`config.mk`:
```
export PLATFORM = sky130hd
export DESIGN_NAME = spi_flash_read_master
export DESIGN_NICKNAME = d
export VERILOG_FILES = /design/src/rtl/spi_flash_read_master.sv
export SDC_FILE = /design/constraint.sdc
export NUM_CORES = 1
export LEC_CHECK = 0
export ABC_AREA = 0
export CORE_MARGIN = 2
export CORE_UTILIZATION = 50
export CTS_BUF_LIST = sky130_fd_sc_hd__clkbuf_2 sky130_fd_sc_hd__clkbuf_4 sky130_fd_sc_hd__clkbuf_8
export DETAILED_ROUTE_END_ITERATION = 8
export PLACE_DENSITY = 0.79
export SYNTH_ARGS = -nofsm -noshare
export SYNTH_HDL_FRONTEND = slang
export SYNTH_SLANG_ARGS = --single-unit
```
`constraint.sdc`:
```
create_clock -name clock -period 3 [get_ports clock]
set_input_delay 0.3 -clock clock [delete_from_list [all_inputs] [get_ports clock]]
set_output_delay 0.3 -clock clock [all_outputs]
set_load 0.01 [all_outputs]
```
`src/rtl/spi_flash_read_master.sv`:
```
// SPI mode-0 READ (0x03) initiator: sends command+address, shifts in DATA_BYTES bytes, returns them little-endian.
// rsp_valid lands NBITS*2*CLK_DIV clocks after accept; rsp held until rsp_ready, no new request until deselect done.
module spi_flash_read_master #(
    parameter int CLK_DIV    = 2,
    parameter int ADDR_BITS  = 24,
    parameter int DATA_BYTES = 4
) (
    input  logic                      clock,
    input  logic                      reset,
    input  logic                      req_valid,
    output logic                      req_ready,
    input  logic [ADDR_BITS-1:0]      req_addr,
    output logic                      rsp_valid,
    input  logic                      rsp_ready,
    output logic [8*DATA_BYTES-1:0]   rsp_data,
    output logic                      busy,
    output logic                      flash_csb,
    output logic                      flash_clk,
    output logic                      flash_io0,
    input  logic                      flash_io1
);

    localparam int CMD_BITS = 8 + ADDR_BITS;
    localparam int DW       = 8 * DATA_BYTES;
    localparam int NBITS    = CMD_BITS + DW;
    localparam int DIV_W    = (CLK_DIV > 1) ? $clog2(CLK_DIV) : 1;
    localparam int BIT_W    = $clog2(NBITS);
    localparam int DSEL_W   = $clog2(2 * CLK_DIV);

    localparam logic [7:0]        CMD_READ  = 8'h03;
    localparam logic [DIV_W-1:0]  DIV_LAST  = DIV_W'(CLK_DIV - 1);
    localparam logic [BIT_W-1:0]  BIT_LAST  = BIT_W'(NBITS - 1);
    localparam logic [DSEL_W-1:0] DSEL_LAST = DSEL_W'(2 * CLK_DIV - 1);

    typedef enum logic [1:0] {
        ST_IDLE,
        ST_SHIFT,
        ST_RESP
    } state_e;

    state_e                state_q, state_d;
    logic [DIV_W-1:0]      div_q, div_d;
    logic                  sck_hi_q, sck_hi_d;
    logic [BIT_W-1:0]      bit_q, bit_d;
    logic [CMD_BITS-2:0]   sout_q, sout_d;
    logic [DW-2:0]         sin_q, sin_d;
    logic                  csb_q, csb_d;
    logic                  clk_q, clk_d;
    logic                  io0_q, io0_d;
    logic                  rsp_valid_q, rsp_valid_d;
    logic [DW-1:0]         rsp_data_q, rsp_data_d;
    logic [DSEL_W-1:0]     dsel_q, dsel_d;
    logic                  acked_q, acked_d;

    logic [DW-1:0]         sin_next;
    logic [DW-1:0]         rsp_swap;
    logic                  rsp_hs;

    // Bits arrive MSB-first and first-byte-first; reorder so byte k sits at [8k+7:8k].
    always_comb begin
        sin_next = {sin_q, flash_io1};
        rsp_swap = '0;
        for (int k = 0; k < DATA_BYTES; k++) begin
            rsp_swap[8*k +: 8] = sin_next[DW-1-8*k -: 8];
        end
    end

    assign rsp_hs = rsp_valid_q && rsp_ready;

    always_comb begin
        state_d     = state_q;
        div_d       = div_q;
        sck_hi_d    = sck_hi_q;
        bit_d       = bit_q;
        sout_d      = sout_q;
        sin_d       = sin_q;
        csb_d       = csb_q;
        clk_d       = clk_q;
        io0_d       = io0_q;
        rsp_valid_d = rsp_valid_q;
        rsp_data_d  = rsp_data_q;
        dsel_d      = dsel_q;
        acked_d     = acked_q;

        case (state_q)
            ST_IDLE: begin
                if (req_valid) begin
                    state_d  = ST_SHIFT;
                    sout_d   = {CMD_READ[6:0], req_addr};
                    io0_d    = CMD_READ[7];
                    csb_d    = 1'b0;
                    clk_d    = 1'b0;
                    div_d    = '0;
                    sck_hi_d = 1'b0;
                    bit_d    = '0;
                    acked_d  = 1'b0;
                end
            end

            ST_SHIFT: begin
                if (div_q == DIV_LAST) begin
                    div_d = '0;
                    if (!sck_hi_q) begin
                        sck_hi_d = 1'b1;
                        clk_d    = 1'b1;
                    end else begin
                        // Last clock of SCK high: capture MISO, then fall and advance the slot.
                        sck_hi_d = 1'b0;
                        clk_d    = 1'b0;
                        sin_d    = sin_next[DW-2:0];
                        if (bit_q == BIT_LAST) begin
                            state_d     = ST_RESP;
                            csb_d       = 1'b1;
                            io0_d       = 1'b0;
                            rsp_valid_d = 1'b1;
                            rsp_data_d  = rsp_swap;
                            dsel_d      = '0;
                        end else begin
                            bit_d  = bit_q + 1'b1;
                            io0_d  = sout_q[CMD_BITS-2];
                            sout_d = {sout_q[CMD_BITS-3:0], 1'b0};
                        end
                    end
                end else begin
                    div_d = div_q + 1'b1;
                end
            end

            ST_RESP: begin
                if (rsp_hs) begin
                    rsp_valid_d = 1'b0;
                    acked_d     = 1'b1;
                end
                if (dsel_q != DSEL_LAST) begin
                    dsel_d = dsel_q + 1'b1;
                end
                // Leave only once both the response is taken and csb has been high long enough.
                if ((dsel_q == DSEL_LAST) && (acked_q || rsp_hs)) begin
                    state_d = ST_IDLE;
                end
            end

            default: begin
                state_d = ST_IDLE;
            end
        endcase
    end

    always_ff @(posedge clock or posedge reset) begin
        if (reset) begin
            state_q     <= ST_IDLE;
            div_q       <= '0;
            sck_hi_q    <= 1'b0;
            bit_q       <= '0;
            sout_q      <= '0;
            sin_q       <= '0;
            csb_q       <= 1'b1;
            clk_q       <= 1'b0;
            io0_q       <= 1'b0;
            rsp_valid_q <= 1'b0;
            rsp_data_q  <= '0;
            dsel_q      <= '0;
            acked_q     <= 1'b0;
        end else begin
            state_q     <= state_d;
            div_q       <= div_d;
            sck_hi_q    <= sck_hi_d;
            bit_q       <= bit_d;
            sout_q      <= sout_d;
            sin_q       <= sin_d;
            csb_q       <= csb_d;
            clk_q       <= clk_d;
            io0_q       <= io0_d;
            rsp_valid_q <= rsp_valid_d;
            rsp_data_q  <= rsp_data_d;
            dsel_q      <= dsel_d;
            acked_q     <= acked_d;
        end
    end

    assign req_ready = (state_q == ST_IDLE);
    assign busy      = (state_q != ST_IDLE);
    assign rsp_valid = rsp_valid_q;
    assign rsp_data  = rsp_data_q;
    assign flash_csb = csb_q;
    assign flash_clk = clk_q;
    assign flash_io0 = io0_q;

endmodule
```
; ---- After elaboration in Yosys (flattened, before gate mapping)
; Index checks and enable logic that the tools add are counted.
[totals]
register_bits = 110
out_inout_bits = 38
wordCells = 86
[op_classes]
add_sub_neg = 3
eq_ne = 13
muxes = 39
reduce_logical = 19
[op_table]
columns = op, count
row1 = $mux W31, 4
row2 = $pmux W31 S2, 1
row3 = $reduce_and A5 Y1, 5
row4 = $mux W6, 4
row5 = $mux W2, 9
row6 = $ne A2 B2 Y1 const B, 9
row7 = $mux W1, 12
row8 = $pmux W1 S2, 6
row9 = $pmux W6 S2, 1
row10 = $reduce_and A3 Y1, 3
row11 = $reduce_and A4 Y1, 2
row12 = $reduce_bool A2 Y1, 4
row13 = $add A6 B1 Y6 const B, 1
row14 = $eq A6 B6 Y1 const B, 1
row15 = $pmux W2 S3, 1
row16 = $eq A2 B2 Y1 const B, 2
row17 = $pmux W2 S2, 1
row18 = $add A2 B1 Y2 const B, 1
row19 = $eq A2 B1 Y1 const B, 1
row20 = $logic_and A1 B1 Y1, 2
row21 = $logic_not A2 Y1, 1
row22 = $reduce_and A2 Y1, 1
row23 = $add A1 B1 Y1 const B, 1
row24 = $logic_or A1 B1 Y1, 1

; ---- Longest topological paths before layout
[depth]
ltp_word = 5
ltp_mapped = 6

; ---- Worst setup path after synthesis
; No wires, ideal clock.
[synth_path]
path_type = reg2reg
startpoint = reg bit_q[0]
endpoint = reg rsp_data_q[24] (netlist: rsp_data[24])
setup_time_ns = 0.125
arrival_ns = 1.718
required_ns = 2.875
path_slack_ns = 1.157
stages_incl_launch_ff = 6
path_buffers = 1
synth_period_minus_slack_ns = 1.843
path_cell_list = dfrtp_1 ha_1 nand3_1 nor3_4 buf_6 mux2_2
[synth_via]
elab_chain_len = 2
[synth_rtl]
columns = item, line_no
row1 = "start, declared", 44  ; logic [BIT_W-1:0] bit_q, bit_d;
row2 = "start signal, assigned", 168  ; bit_q <= bit_d;
row3 = $eq A6 B6 Y1, 111  ; if (bit_q == BIT_LAST) begin
row4 = $reduce_and A4 Y1 (no line), --
row5 = "end signal, assigned", 175  ; rsp_data_q <= rsp_data_d;
row6 = "end, declared", 51  ; logic [DW-1:0] rsp_data_q, rsp_data_d;
; No other way between the ends.
; A chain may end at the register's enable or synchronous reset.

; ---- Final worst setup path
[layout_path]
startpoint = reg state_q[0]
endpoint = out req_ready
[layout_via]
elab_chain_len = 1
[layout_rtl]
columns = item, line_no
row1 = "start, declared", 41  ; state_e state_q, state_d;
row2 = "start signal, assigned", 165  ; state_q <= state_d;
row3 = $logic_not A2 Y1, 181  ; assign req_ready = (state_q == ST_IDLE);
row4 = "end, declared", 11  ; output logic req_ready,
; No other way between the ends.

==> results.toml <==
[flow_run]
cap_violations = 0

[routing]
dr_wl_met3_microns = 562
drtPass1Iterations = 4
drtIter0Drc = 147
via_count = 3664
wl_met2_microns = 5020
drtAntennaViolNets = 0
drc_errors = 0
post_drt_wl_per_cell_microns = 15.7
vias_per_cell = 5.63
drt-total-wl_microns = 10200
wl_met1_microns = 4520
highest_layer = "met4"

[sta]
finalHoldViolCount = 0
slew_headroom_pct = 45.7
min_period_ps = 2200
fmax_mhz = 456
tightest_slew_ps = 811
fin_crit_sh_pct = 73.2
skew_ps = 15.2
final_max_slew_viol_count = 0
final.setup.tns_ps = 0
setup_viol = 0
rsz0062_at_grt = "no"

[cells_and_area]
area_delta_synth_final_pct = 19.7
fillers = 798
final_nets = 544
layout-drive-gt1-share_pct = 13.9
diodes = 0
final_cells = 651
regArea_sq_mm = 0.00275
multi_input_area_sq_mm = 0.00198

[cts]
post_cts_resized = 0
cts.path.max_buffers = 2
worstSkewPairLatency_ps = 380
cts.sinks = 110
cts_made_buffers = 9
clk_pin_slew_worst_paths_ps = 100
h-tree-depth = 3
cts_tree = "done"
post_cts_buffers = 0
cts.hold.buffers_added = 0
clock-root-buffer = "clkbuf_8"

[floorplanning]
core.rowCount = 36
coreArea_sq_mm = 0.00968
die_area_sq_mm = 0.0107
start_util_pct = 51.1
pin_count = 67
fp.dieW_microns = 103
die_h_microns = 103

[global_routing]
grt_usage_pct = 20.1
grt_max_degree = 64
overflow = 0
grt_pass1_wl_microns = 16700
grt_pass1_vias = 3528
antenna_found_initial = 0

[synthesis]
async_reset_ff_share_pct = 100
syn_inst = 456
synth_area_leaders = "dfrtp_1 (55%), nand2_1 (8.0%), mux2_2 (7.3%)"
synthDistinctLibCells = 48
ys_seq_elements = 110
ys_warn_count = 0
synth_most_common_cell = "dfrtp_1"
synth_commonest_cells = "dfrtp_1 (109), nand2_1 (105), mux2_2 (32)"
synth_edf_count = 0
yosysSeqAreaShare_pct = 55.7
synth_nets = 487
syn_area_per_cell_sq_um = 10.8
syn-cell-area_sq_mm = 0.00495
synthFlopType = "dfrtp_1"
yosys.area.top_type_share_pct = 55.1
synth_area_leader_cell = "dfrtp_1"

[critical_path]
cp.arrival_ps = 1900
crit_fanout = 15
crit_chain = "or2_2 -> inv_1 -> clkdlybuf4s50_1"
worstPathRequired_ps = 2700
startpoint = "state_q[0]"
rr_worst_depth = 5
slowest_stage = "dfrtp_1"
r2r_end = "rsp_data[21]"
path_delay_family = "buffers and inverters"
crit_type = "reg -> out"
start_kind = "register"
reg2reg_slack_ps = 870
timing.rr.start = "bit_q[0]"
cpPeakStageDelay_ps = 570
cp-end-kind = "output port"
worst-path-buf-inv = 2

[place]
hpwl_microns = 6630
place_congestion = 0.792
port_buffers = 66
place_inst = 635

[pwr]
p_leak_nw = 2.78
peakVddDrop_uv = 324
p_per_area_mw_per_mm2 = 751

[outcome]
outcome = "completed"

[worst_hold_path]
min_path_type = "in -> async"
[power by group]
group	switching [mW]	internal, mW	leakage (nW)
Sequential	0.270	1.83	1.40
Clock	0.534	0.404	0.103
Combinational	0.768	0.637	1.27
[flip-flops by register name, indices dropped and copies added (netlist names), 2 cells and up]
signal    cells
rsp_data     32
state_q       2
sin_q        31
bit_q         6
sout_q       31
dsel_q        2
[worst register-to-register path, stage by stage, from the launching register on]
cell,delay [ps]
dfrtp_1,440
ha_1,270
nand3_1,270
nor3_4,210
buf_4,430
mux2_2,410
[area by class of cell]
| type | count | share of cell area, % |
|---|---|---|
| multi-input cells | 305 | 33.5 |
| flip-flops and latches | 110 | 46.5 |
| clock buffers | 9 | 2.09 |
| inverters | 7 | 0.507 |
| well taps | 133 | 2.81 |
| repair buffers | 80 | 13.1 |
| clock inverters | 7 | 1.42 |
[cell families (layout without fill, tap and decap cells)]
| family | count (synthesis) | in the layout | share of synthesized area [%] |
|---|---|---|---|
| simple gates | 180 | 180 | 17.9 |
| flops | 110 | 110 | 55.7 |
| compound gates | 83 | 83 | 12.7 |
| buf+inv | 41 | 103 | 4.22 |
| mux | 40 | 40 | 8.95 |
| fa+ha+maj | 2 | 2 | 0.506 |
[through the flow]
stage | instance area (sq um) | hold WS [ps] | setup slack, ps | total power, mW | util [%]
floorplan | 4950 | 405 | 1160 | 3.14 | -
global placement | 5710 | 457 | 839 | 3.47 | 59.0
detailed placement | 5710 | 477 | 789 | 3.54 | 59.0
CTS | 5920 | 248 | 784 | 4.47 | 61.1
global route | 5920 | 275 | 689 | 4.75 | 61.1
finish | 5920 | 243 | 805 | 4.44 | 61.1
[cells in the final DEF (no fill, tap or decap), drive strengths merged, types with 2 or more instances in the layout]
| master | instances |
|---|---|
| mux2 | 34 |
| nand2 | 105 |
| a22oi | 23 |
| a31o | 2 |
| clkbuf | 9 |
| o21ai | 7 |
| nand2b | 4 |
| inv | 11 |
| a21o | 2 |
| nor3 | 2 |
| o21bai | 2 |
| and3b | 23 |
| buf | 14 |
| a211oi | 2 |
| nor2 | 27 |
| clkdlybuf4s50 | 66 |
| mux2i | 6 |
| and3 | 2 |
| ha | 2 |
| dfrtp | 109 |
| clkinvlp | 2 |
| a31oi | 6 |
| nand3 | 4 |
| nor2b | 2 |
| a22o | 2 |
| a21oi | 6 |
| a221oi | 23 |
| and2 | 3 |
| or2 | 2 |
[worst max path at each step]
stage / endpoint / slack [ps] / depth (start not counted)
after detailed placement: sout_q[16] / 790 / 5
after global placement: sout_q[16] / 840 / 5
after floorplan: rsp_data[24] / 1160 / 5
final: req_ready / 800 / 3
after global routing: req_ready / 690 / 3
after CTS: req_ready / 780 / 3
[metal layers]
layer / GRT usage, % / vias up
li1: - / 1720
met1: 26.8 / 1838
met2: 32.6 / 95
met3: 4.50 / 11
met4: 7.39 / 0
met5: 0 / -
Note: power is estimated with default switching activity, not from simulation.
